[src/rtl/alu_sequencer_if.sv]
// Request, ALU handshake and datapath strobe bundle between a driver (master) and alu_sequencer (slave).
// The master owns the request fields and alu_done; the slave owns every strobe and status output.
interface alu_sequencer_if #(
    parameter int REG_W = 4,
    parameter int OP_W  = 4
);
    logic             start;
    logic [OP_W-1:0]  opcode;
    logic [REG_W-1:0] ra;
    logic [REG_W-1:0] rb;
    logic [REG_W-1:0] rc;
    logic             alu_done;

    logic             busy;
    logic             done;
    logic             illegal;
    logic [REG_W-1:0] reg_sel;
    logic             reg_out;
    logic             reg_in;
    logic             y_in;
    logic             z_in;
    logic             z_lo_out;
    logic             z_hi_out;
    logic             lo_in;
    logic             hi_in;
    logic [OP_W-1:0]  alu_op;
    logic             alu_start;

    modport master (
        output start, opcode, ra, rb, rc, alu_done,
        input  busy, done, illegal, reg_sel, reg_out, reg_in, y_in, z_in,
               z_lo_out, z_hi_out, lo_in, hi_in, alu_op, alu_start
    );

    modport slave (
        input  start, opcode, ra, rb, rc, alu_done,
        output busy, done, illegal, reg_sel, reg_out, reg_in, y_in, z_in,
               z_lo_out, z_hi_out, lo_in, hi_in, alu_op, alu_start
    );
endinterface

[src/rtl/alu_sequencer.sv]
// Sequences one register-to-register ALU instruction over the shared bus as a Moore FSM.
// Latency accept->done: binary 4, NEG/NOT 3, MUL/DIV 5+wait cycles, illegal 1; start ignored while busy.
module alu_sequencer #(
    parameter int REG_W = 4,
    parameter int OP_W  = 4
) (
    input  logic            clk,
    input  logic            clr,
    alu_sequencer_if.slave  bus
);
    localparam logic [OP_W-1:0] OP_NEG = OP_W'(2);
    localparam logic [OP_W-1:0] OP_NOT = OP_W'(3);
    localparam logic [OP_W-1:0] OP_MUL = OP_W'(6);
    localparam logic [OP_W-1:0] OP_DIV = OP_W'(7);

    typedef enum logic [3:0] {
        IDLE, T_Y, T_OP, T_WAIT, T_WB, T_LO, T_HI, T_DONE, T_ERR
    } state_t;

    state_t           state, state_nx;
    logic [OP_W-1:0]  op_q;
    logic [REG_W-1:0] ra_q, rb_q, rc_q;

    function automatic logic is_unary(input logic [OP_W-1:0] op);
        return (op == OP_NEG) || (op == OP_NOT);
    endfunction

    function automatic logic is_muldiv(input logic [OP_W-1:0] op);
        return (op == OP_MUL) || (op == OP_DIV);
    endfunction

    function automatic logic is_legal(input logic [OP_W-1:0] op);
        return op <= OP_DIV;
    endfunction

    always_ff @(posedge clk or posedge clr) begin
        if (clr) begin
            state <= IDLE;
            op_q  <= '0;
            ra_q  <= '0;
            rb_q  <= '0;
            rc_q  <= '0;
        end else begin
            state <= state_nx;
            if (state == IDLE && bus.start) begin
                op_q <= bus.opcode;
                ra_q <= bus.ra;
                rb_q <= bus.rb;
                rc_q <= bus.rc;
            end
        end
    end

    always_comb begin
        state_nx     = state;
        bus.busy     = (state != IDLE);
        bus.done     = 1'b0;
        bus.illegal  = 1'b0;
        bus.reg_sel  = '0;
        bus.reg_out  = 1'b0;
        bus.reg_in   = 1'b0;
        bus.y_in     = 1'b0;
        bus.z_in     = 1'b0;
        bus.z_lo_out = 1'b0;
        bus.z_hi_out = 1'b0;
        bus.lo_in    = 1'b0;
        bus.hi_in    = 1'b0;
        bus.alu_op   = '0;
        bus.alu_start = 1'b0;

        case (state)
            IDLE: begin
                if (bus.start) begin
                    if (!is_legal(bus.opcode))      state_nx = T_ERR;
                    else if (is_unary(bus.opcode))  state_nx = T_OP;
                    else                            state_nx = T_Y;
                end
            end
            T_Y: begin
                bus.reg_sel = rb_q;
                bus.reg_out = 1'b1;
                bus.y_in    = 1'b1;
                state_nx    = T_OP;
            end
            T_OP: begin
                bus.reg_sel = is_unary(op_q) ? rb_q : rc_q;
                bus.reg_out = 1'b1;
                bus.alu_op  = op_q;
                if (is_muldiv(op_q)) begin
                    bus.alu_start = 1'b1;
                    state_nx      = T_WAIT;
                end else begin
                    bus.z_in = 1'b1;
                    state_nx = T_WB;
                end
            end
            T_WAIT: begin
                // z_in is the only output allowed to follow an input within the cycle
                bus.reg_sel = rc_q;
                bus.reg_out = 1'b1;
                bus.alu_op  = op_q;
                if (bus.alu_done) begin
                    bus.z_in = 1'b1;
                    state_nx = T_LO;
                end
            end
            T_WB: begin
                bus.z_lo_out = 1'b1;
                bus.reg_sel  = ra_q;
                bus.reg_in   = 1'b1;
                state_nx     = T_DONE;
            end
            T_LO: begin
                bus.z_lo_out = 1'b1;
                bus.lo_in    = 1'b1;
                state_nx     = T_HI;
            end
            T_HI: begin
                bus.z_hi_out = 1'b1;
                bus.hi_in    = 1'b1;
                state_nx     = T_DONE;
            end
            T_DONE: begin
                bus.done = 1'b1;
                state_nx = IDLE;
            end
            T_ERR: begin
                bus.done    = 1'b1;
                bus.illegal = 1'b1;
                state_nx    = IDLE;
            end
            default: state_nx = IDLE;
        endcase
    end
endmodule

[src/flat_wrapper.sv]
// flat-port wrapper written by rule: the top's interface ports become plain ports
module alu_sequencer_flat 
#(
    parameter int REG_W = 4,
    parameter int OP_W  = 4
)
  (clk, clr, bus_start, bus_opcode, bus_ra, bus_rb, bus_rc, bus_alu_done, bus_busy, bus_done, bus_illegal, bus_reg_sel, bus_reg_out, bus_reg_in, bus_y_in, bus_z_in, bus_z_lo_out, bus_z_hi_out, bus_lo_in, bus_hi_in, bus_alu_op, bus_alu_start);
  alu_sequencer_if #(.REG_W(REG_W), .OP_W(OP_W)) bus_i ();
  input  logic clk;
  input  logic clr;
  input wire logic [$bits(bus_i.start)-1:0] bus_start;
  input wire logic [$bits(bus_i.opcode)-1:0] bus_opcode;
  input wire logic [$bits(bus_i.ra)-1:0] bus_ra;
  input wire logic [$bits(bus_i.rb)-1:0] bus_rb;
  input wire logic [$bits(bus_i.rc)-1:0] bus_rc;
  input wire logic [$bits(bus_i.alu_done)-1:0] bus_alu_done;
  output wire logic [$bits(bus_i.busy)-1:0] bus_busy;
  output wire logic [$bits(bus_i.done)-1:0] bus_done;
  output wire logic [$bits(bus_i.illegal)-1:0] bus_illegal;
  output wire logic [$bits(bus_i.reg_sel)-1:0] bus_reg_sel;
  output wire logic [$bits(bus_i.reg_out)-1:0] bus_reg_out;
  output wire logic [$bits(bus_i.reg_in)-1:0] bus_reg_in;
  output wire logic [$bits(bus_i.y_in)-1:0] bus_y_in;
  output wire logic [$bits(bus_i.z_in)-1:0] bus_z_in;
  output wire logic [$bits(bus_i.z_lo_out)-1:0] bus_z_lo_out;
  output wire logic [$bits(bus_i.z_hi_out)-1:0] bus_z_hi_out;
  output wire logic [$bits(bus_i.lo_in)-1:0] bus_lo_in;
  output wire logic [$bits(bus_i.hi_in)-1:0] bus_hi_in;
  output wire logic [$bits(bus_i.alu_op)-1:0] bus_alu_op;
  output wire logic [$bits(bus_i.alu_start)-1:0] bus_alu_start;
  assign bus_i.start = bus_start;
  assign bus_i.opcode = bus_opcode;
  assign bus_i.ra = bus_ra;
  assign bus_i.rb = bus_rb;
  assign bus_i.rc = bus_rc;
  assign bus_i.alu_done = bus_alu_done;
  assign bus_busy = bus_i.busy;
  assign bus_done = bus_i.done;
  assign bus_illegal = bus_i.illegal;
  assign bus_reg_sel = bus_i.reg_sel;
  assign bus_reg_out = bus_i.reg_out;
  assign bus_reg_in = bus_i.reg_in;
  assign bus_y_in = bus_i.y_in;
  assign bus_z_in = bus_i.z_in;
  assign bus_z_lo_out = bus_i.z_lo_out;
  assign bus_z_hi_out = bus_i.z_hi_out;
  assign bus_lo_in = bus_i.lo_in;
  assign bus_hi_in = bus_i.hi_in;
  assign bus_alu_op = bus_i.alu_op;
  assign bus_alu_start = bus_i.alu_start;
  alu_sequencer #(.REG_W(REG_W), .OP_W(OP_W)) u_core (.clk(clk), .clr(clr), .bus(bus_i));
endmodule
[config.mk]
export PLATFORM = sky130hd
export DESIGN_NAME = alu_sequencer_flat
export DESIGN_NICKNAME = d
export VERILOG_FILES = /design/src/rtl/alu_sequencer_if.sv /design/src/rtl/alu_sequencer.sv /design/src/flat_wrapper.sv
export SDC_FILE = /design/constraint.sdc
export NUM_CORES = 1
export LEC_CHECK = 0
export ABC_CLOCK_PERIOD_IN_PS = 2100
export CAP_MARGIN = 20
export CORE_MARGIN = 2
export CORE_UTILIZATION = 41
export CTS_BUF_LIST = sky130_fd_sc_hd__clkbuf_2
export DETAILED_ROUTE_END_ITERATION = 10
export HOLD_SLACK_MARGIN = 0.02
export PLACE_DENSITY = 0.76
export SYNTH_ARGS = -nofsm -noshare
export SYNTH_HDL_FRONTEND = slang
export SYNTH_SLANG_ARGS = --single-unit
[constraint.sdc]
create_clock -name clk -period 2.1 [get_ports clk]
set_input_delay 0.42 -clock clk [delete_from_list [all_inputs] [get_ports clk]]
set_output_delay 0.42 -clock clk [all_outputs]
set_load 0.02 [all_outputs]
==> results.py, run 1 <==
metrics = {
    "outcome": {
        "status": "finished with violations",
        "failed_checks": "negative setup slack",
    },
    "synthesis": {
        "synth_area_um2": 1160,
        "synth_top_family_by_area": "simple AND/OR/NAND/NOR gates",
        "yosys.area_share.simple": 0.197,
        "synth_warnings": 0,
        "synth-seq-area-share": 0.430,
        "syn-instance-count": 104,
        "yosys.area_share.adder": 0,
        "synth_top_area_frac": 0.430,
        "ys_top_cells_by_area": "dfrtp_1 (43%), mux2_4 (13%), mux2_1 (6.8%)",
        "synthXorXnorAreaFrac": 0,
        "syn_nets": 124,
        "ys_seq_elements": 20,
        "synth.distinct_cells": 36,
        "syn_avg_cell_area_um2": 11.2,
        "netlist.top_cell.by_area": "dfrtp_1",
        "synth.area.mux_share": 0.197,
        "synth_compound_area_frac": 0.110,
    },
    "sta": {
        "setup_violations": 4,
        "worstMarginPinSlew_ps": 484,
        "slew_headroom": 0.676,
        "fin_crit_ps": 2300,
        "fmax_mhz": 435,
        "slew_violations": 0,
        "setup_ws_ps": -199,
        "final_hold_viol_count": 0,
        "finClkSkew_ps": 3.37,
        "rsz0062_at_grt": "true",
        "timing.final.crit_share": 1.09,
    },
    "placed_design": {
        "post-place-ws_ps": -300,
        "portBuffers": 39,
        "dp_hpwl_um": 2080,
        "place_congestion": 0.830,
    },
    "clock_network": {
        "numCtsBuffers": 3,
        "cts_tree": "done",
        "htree_levels": 1,
        "clk_latency_ps": 310,
        "hold_buffers": 0,
        "clk_pin_slew_ps": 170,
        "root_buffer": "clkbuf_2",
        "cts.sinks": 20,
        "clock_path_buffers": 2,
    },
    "finish": {
        "nNetsFinal": 182,
        "area_growth_pct": 51.8,
        "final_core_util": 0.646,
        "mostFrequentLayoutCells": "clkdlybuf4s50_1 (19), buf_4 (18), dfrtp_1 (17)",
        "final_layout_size_suffix_gt1_frac": 0.444,
        "final_common_cell": "clkdlybuf4s50_1",
        "diodes": 0,
    },
    "worst_setup_path": {
        "end_kind": "output port",
        "slowest_stage": "or4b_4",
        "crit_chain": "or4b_4 -> mux2_4 -> o21ai_4 -> buf_6",
        "required_ps": 1680,
        "slowest_delay_ps": 550,
        "critPathMaxFanout": 4,
        "cp_top_family": "simple AND/OR/NAND/NOR gates",
        "arrival_ps": 1880,
        "r2r_setup_slack_ps": 170,
        "crit_type": "register to output port",
        "cp-start-kind": "register",
        "crit_buf_inv": 1,
    },
    "grt": {
        "antenna_found_initial": 0,
        "grt_pass1_vias": 988,
        "grt_max_degree": 21,
        "grt_pass1_wl_um": 4580,
        "track_usage": 0.182,
        "grt-ovfl-total": 0,
    },
    "detailed_routing": {
        "first_pass_iters": 4,
        "drc": 0,
        "num_vias": 1003,
        "ant_nets": 0,
        "routedWlPerCell_um": 15.0,
        "dr.first_iter.drc_count": 24,
        "vias_per_cell": 5.25,
        "drt_wl_total_um": 2870,
    },
    "die": {
        "die_x_um": 57.3,
        "core_um2": 2730,
        "placementRows": 19,
        "dieArea_um2": 3280,
        "start_util": 0.426,
        "dieHeight_um": 57.3,
        "ioPinCount": 40,
    },
    "power_and_ir_drop": {
        "p_leak_uw": 0.000812,
        "ir_drop_mv": 0.807,
        "powerDensity_nw_per_um2": 1500,
    },
    "job": {
        "maxCapViolations": 0,
    },
    "hold_path": {
        "min_path_type": "primary input to async pin",
    },
}
-- routing by layer --
metal  up-vias  share of wire  GRT usage
met4         0          0.018     0.0797
met3         5          0.050     0.0317
met5         -              0          0
li1        488              -          -
met2        33           0.48      0.299
met1       477           0.45      0.238
-- metrics by stage --
step / TNS, ps / cell area [um^2] / total power, uW / hold slack [ps] / instances
2_1_floorplan: 0 / 1170 / 1680 / 384 / 104
3_3_place_gp: -963 / 1670 / 2280 / 474 / 183
3_5_place_dp: -1150 / 1670 / 2340 / 489 / 183
4_1_cts: -780 / 1670 / 2400 / 414 / 187
5_1_grt: -1060 / 1770 / 2820 / 414 / 191
6_report: -749 / 1770 / 2650 / 411 / 191
-- cell type report --
cell class,instances,area [um^2]
multi-input cells,71,683
repair buffers,60,503
inverters,6,22.5
clock buffers,3,15.0
well taps,31,38.8
fillers,212,967
flip-flops and latches,20,504
-- cell usage after synthesis, drive strengths merged --
master and count:
nand2 8, nor3 4, a32oi 4, and4b 1
o32ai 1, o21ai 5, nor2b 1, buf 6
nand3 1, nand3b 1, a21oi 2, o21bai 1
dfrtp 20, o21a 1, or2 2, nor3b 2
or3 1, o211ai 1, mux2 17, nand2b 1
a211oi 2, clkbuf 1, and2 5, nor2 4
inv 6, nor4b 1, nor4 3, or4b 1
o41a 1
-- report_power, final --
group	switching [uW]	leakage, uW	internal [uW]
sequential	153	0.000238	578
clock	111	0.0000125	39.0
combinational	875	0.000562	897
total	1140	0.000812	1510
-- path summary, 6_finish.rpt --
check,startpoint,cells after the start,to
setup / recovery,u_core.state[0],4,bus_reg_sel[0]
hold / removal,clr,3,u_core.state[3]
setup reg to reg,u_core.state[3],5,u_core.rb_q[3]
hold reg to reg,u_core.rb_q[2],1,u_core.rb_q[2]
max in group asynchronous,clr,3,u_core.state[2]
min in group clk,u_core.rb_q[2],1,u_core.rb_q[2]
-- kinds of logic after synthesis --
family | after synthesis
mux | 17
buf+inv | 13
compound gates | 18
flops | 20
simple gates | 36
-- registers in the layout, indices dropped and copies added, names as in the netlist --
signal        cells
u_core.state      4
u_core.ra_q       4
u_core.op_q       4
u_core.rc_q       4
u_core.rb_q       4
-- tightest hold or removal path, stage by stage --
cell,delay [ps]
clkdlybuf4s50_1,390
inv_1,50
buf_4,260
-- timing repair --
item                                    4_1_cts  5_1_grt
buffers inserted                              1        4
endpoints found under the setup margin       20       17
pin swaps                                     2        9
resized for setup                            51       45
Note: power is estimated with default switching activity, not from simulation.
==> inputs of run 2 (changes only) <==
==> constraint.sdc (replaced) <==
create_clock -name clk -period 2.1 [get_ports clk]
set_input_delay 0.42 -clock clk [delete_from_list [all_inputs] [get_ports clk]]
set_output_delay 0.42 -clock clk [all_outputs]
set_load 0.05 [all_outputs]
==> results.py, run 2 (synthesis results as in run 1) <==
metrics = {
    "outcome": {
        "status": "finished with violations",
        "failed_checks": "negative setup slack",
    },
    "die": {
        "die_x_um": 57.3,
        "core_um2": 2730,
        "dieArea_um2": 3280,
        "placementRows": 19,
        "ioPinCount": 40,
        "start_util": 0.426,
        "dieHeight_um": 57.3,
    },
    "clock_network": {
        "hold_buffers": 0,
        "cts_tree": "done",
        "htree_levels": 1,
        "clk_latency_ps": 320,
        "clock_path_buffers": 2,
        "root_buffer": "clkbuf_2",
        "clk_pin_slew_ps": 180,
        "cts.sinks": 20,
        "numCtsBuffers": 3,
    },
    "finish": {
        "instances_no_fill": 194,
        "area_growth_pct": 85.2,
        "final_core_util": 0.788,
        "nNetsFinal": 184,
        "final_common_cell": "buf_12",
        "diodes": 0,
        "fillers": 162,
        "multi_input_area_um2": 773,
        "fin_area_um2": 2150,
        "final-seq-area_um2": 504,
        "mostFrequentLayoutCells": "buf_12 (20), clkdlybuf4s50_1 (19), dfrtp_1 (17)",
        "final_layout_size_suffix_gt1_frac": 0.515,
    },
    "grt": {
        "grt_pass1_vias": 1083,
        "grt_use_met1": 0.228,
        "grt_pass1_wl_um": 5020,
        "grt-ovfl-total": 0,
        "grt_max_degree": 21,
        "grt.busiest_layer": "met2",
        "antenna_found_initial": 0,
        "gr-usage-met2": 0.369,
        "use_met3": 0.0249,
        "track_usage": 0.202,
    },
    "detailed_routing": {
        "vias_per_cell": 5.55,
        "drt_wl_total_um": 3330,
        "drc": 0,
        "ant_nets": 0,
        "num_vias": 1077,
        "first_pass_iters": 4,
        "routedWlPerCell_um": 17.2,
        "dr.first_iter.drc_count": 21,
    },
    "placed_design": {
        "portBuffers": 39,
        "dp.cells": 182,
        "dp_hpwl_um": 2330,
        "dpl_cell_area_um2": 1950,
        "place_congestion": 0.793,
    },
    "power_and_ir_drop": {
        "ir_drop_mv": 1.67,
        "pwr-share-clk": 0.042,
        "p_leak_uw": 0.000914,
        "internal_power_uw": 2100,
        "comb_power_share": 0.767,
        "netSwitchingPower_uw": 1790,
        "p_seq_frac": 0.191,
        "powerDensity_nw_per_um2": 1810,
        "p_sw_frac": 0.460,
    },
    "worst_setup_path": {
        "crit_type": "register to output port",
        "slowest_stage": "or4b_4",
        "arrival_ps": 1980,
        "required_ps": 1680,
        "cp-start-kind": "register",
        "slowest_delay_ps": 550,
        "critPathMaxFanout": 4,
        "r2r_setup_slack_ps": 100,
        "crit_chain": "or4b_4 -> mux2_4 -> o21ai_4 -> buf_12",
        "end_kind": "output port",
    },
    "sta": {
        "fin_crit_ps": 2400,
        "finClkSkew_ps": 3.57,
        "finalSetupTns_ps": -1130,
        "rsz0062_at_grt": "true",
        "setup_violations": 4,
        "holdWs_ps": 397,
        "slew_violations": 0,
        "timing.final.crit_share": 1.14,
        "final_hold_viol_count": 0,
        "worstMarginPinSlew_ps": 490,
        "setup_ws_ps": -300,
        "slew_headroom": 0.672,
        "fmax_mhz": 417,
    },
    "job": {
        "maxCapViolations": 0,
    },
    "hold_path": {
        "min_path_type": "primary input to async pin",
    },
}
[run 2: power by group through the flow]
stage / registers, uW / clock network (uW) / logic, uW
global placement: 732 / 0 / 2540
global route: 765 / 184 / 3110
finish: 745 / 162 / 2990
detailed placement: 742 / 0 / 2600
floorplan: 685 / 0 / 1560
CTS: 719 / 158 / 2790
[run 2: final cells by class]
class                      count  area share
multi-input combinational     71       0.359
sequential                    20       0.234
inverter                       6      0.0105
timing repair buffer          62       0.370
tap                           31      0.0180
clock buffer                   3     0.00697
clock inverter                 1     0.00174
[run 2: through the flow]
stage / worst slack, ps / power (uW)
detailed placement: 8.25 / 3340
global placement: 35.4 / 3270
CTS: -288 / 3670
global route: -354 / 4060
finish: -300 / 3900
floorplan: -417 / 2250
[run 2: layer usage]
metal / routed length (um) / vias up / share of wire
met1: 1270 / 515 / 0.38
met4: 138 / 0 / 0.041
met2: 1780 / 48 / 0.54
met5: 0 / - / 0
li1: - / 497 / -
met3: 142 / 17 / 0.043
[run 2: path summary, 6_finish.rpt]
kind / start / endpoint / cells past startpoint
worst max-delay path: u_core.op_q[3] / bus_reg_sel[3] / 4
worst min-delay path: clr / u_core.ra_q[2] / 3
worst max register to register: u_core.state[1] / u_core.rc_q[1] / 6
worst min register to register: u_core.rb_q[3] / u_core.rb_q[3] / 1
max in group asynchronous: clr / u_core.state[3] / 3
min in group clk: u_core.rb_q[3] / u_core.rb_q[3] / 1
[run 2: worst max-delay path: cells and delay by family, from the launching register on]
| kind | cells | cell delay (ps) |
|---|---|---|
| DFF | 1 | 420 |
| AOI/OAI and AO/OA | 1 | 190 |
| and+or+nand+nor | 1 | 550 |
| buffers and inverters | 1 | 160 |
| muxes | 1 | 340 |
[run 2: repair_timing]
action,in CTS,in global routing
endpoints found under the setup margin,8,14
buffers inserted,4,6
gates resized for setup,13,19
pin swaps,8,5
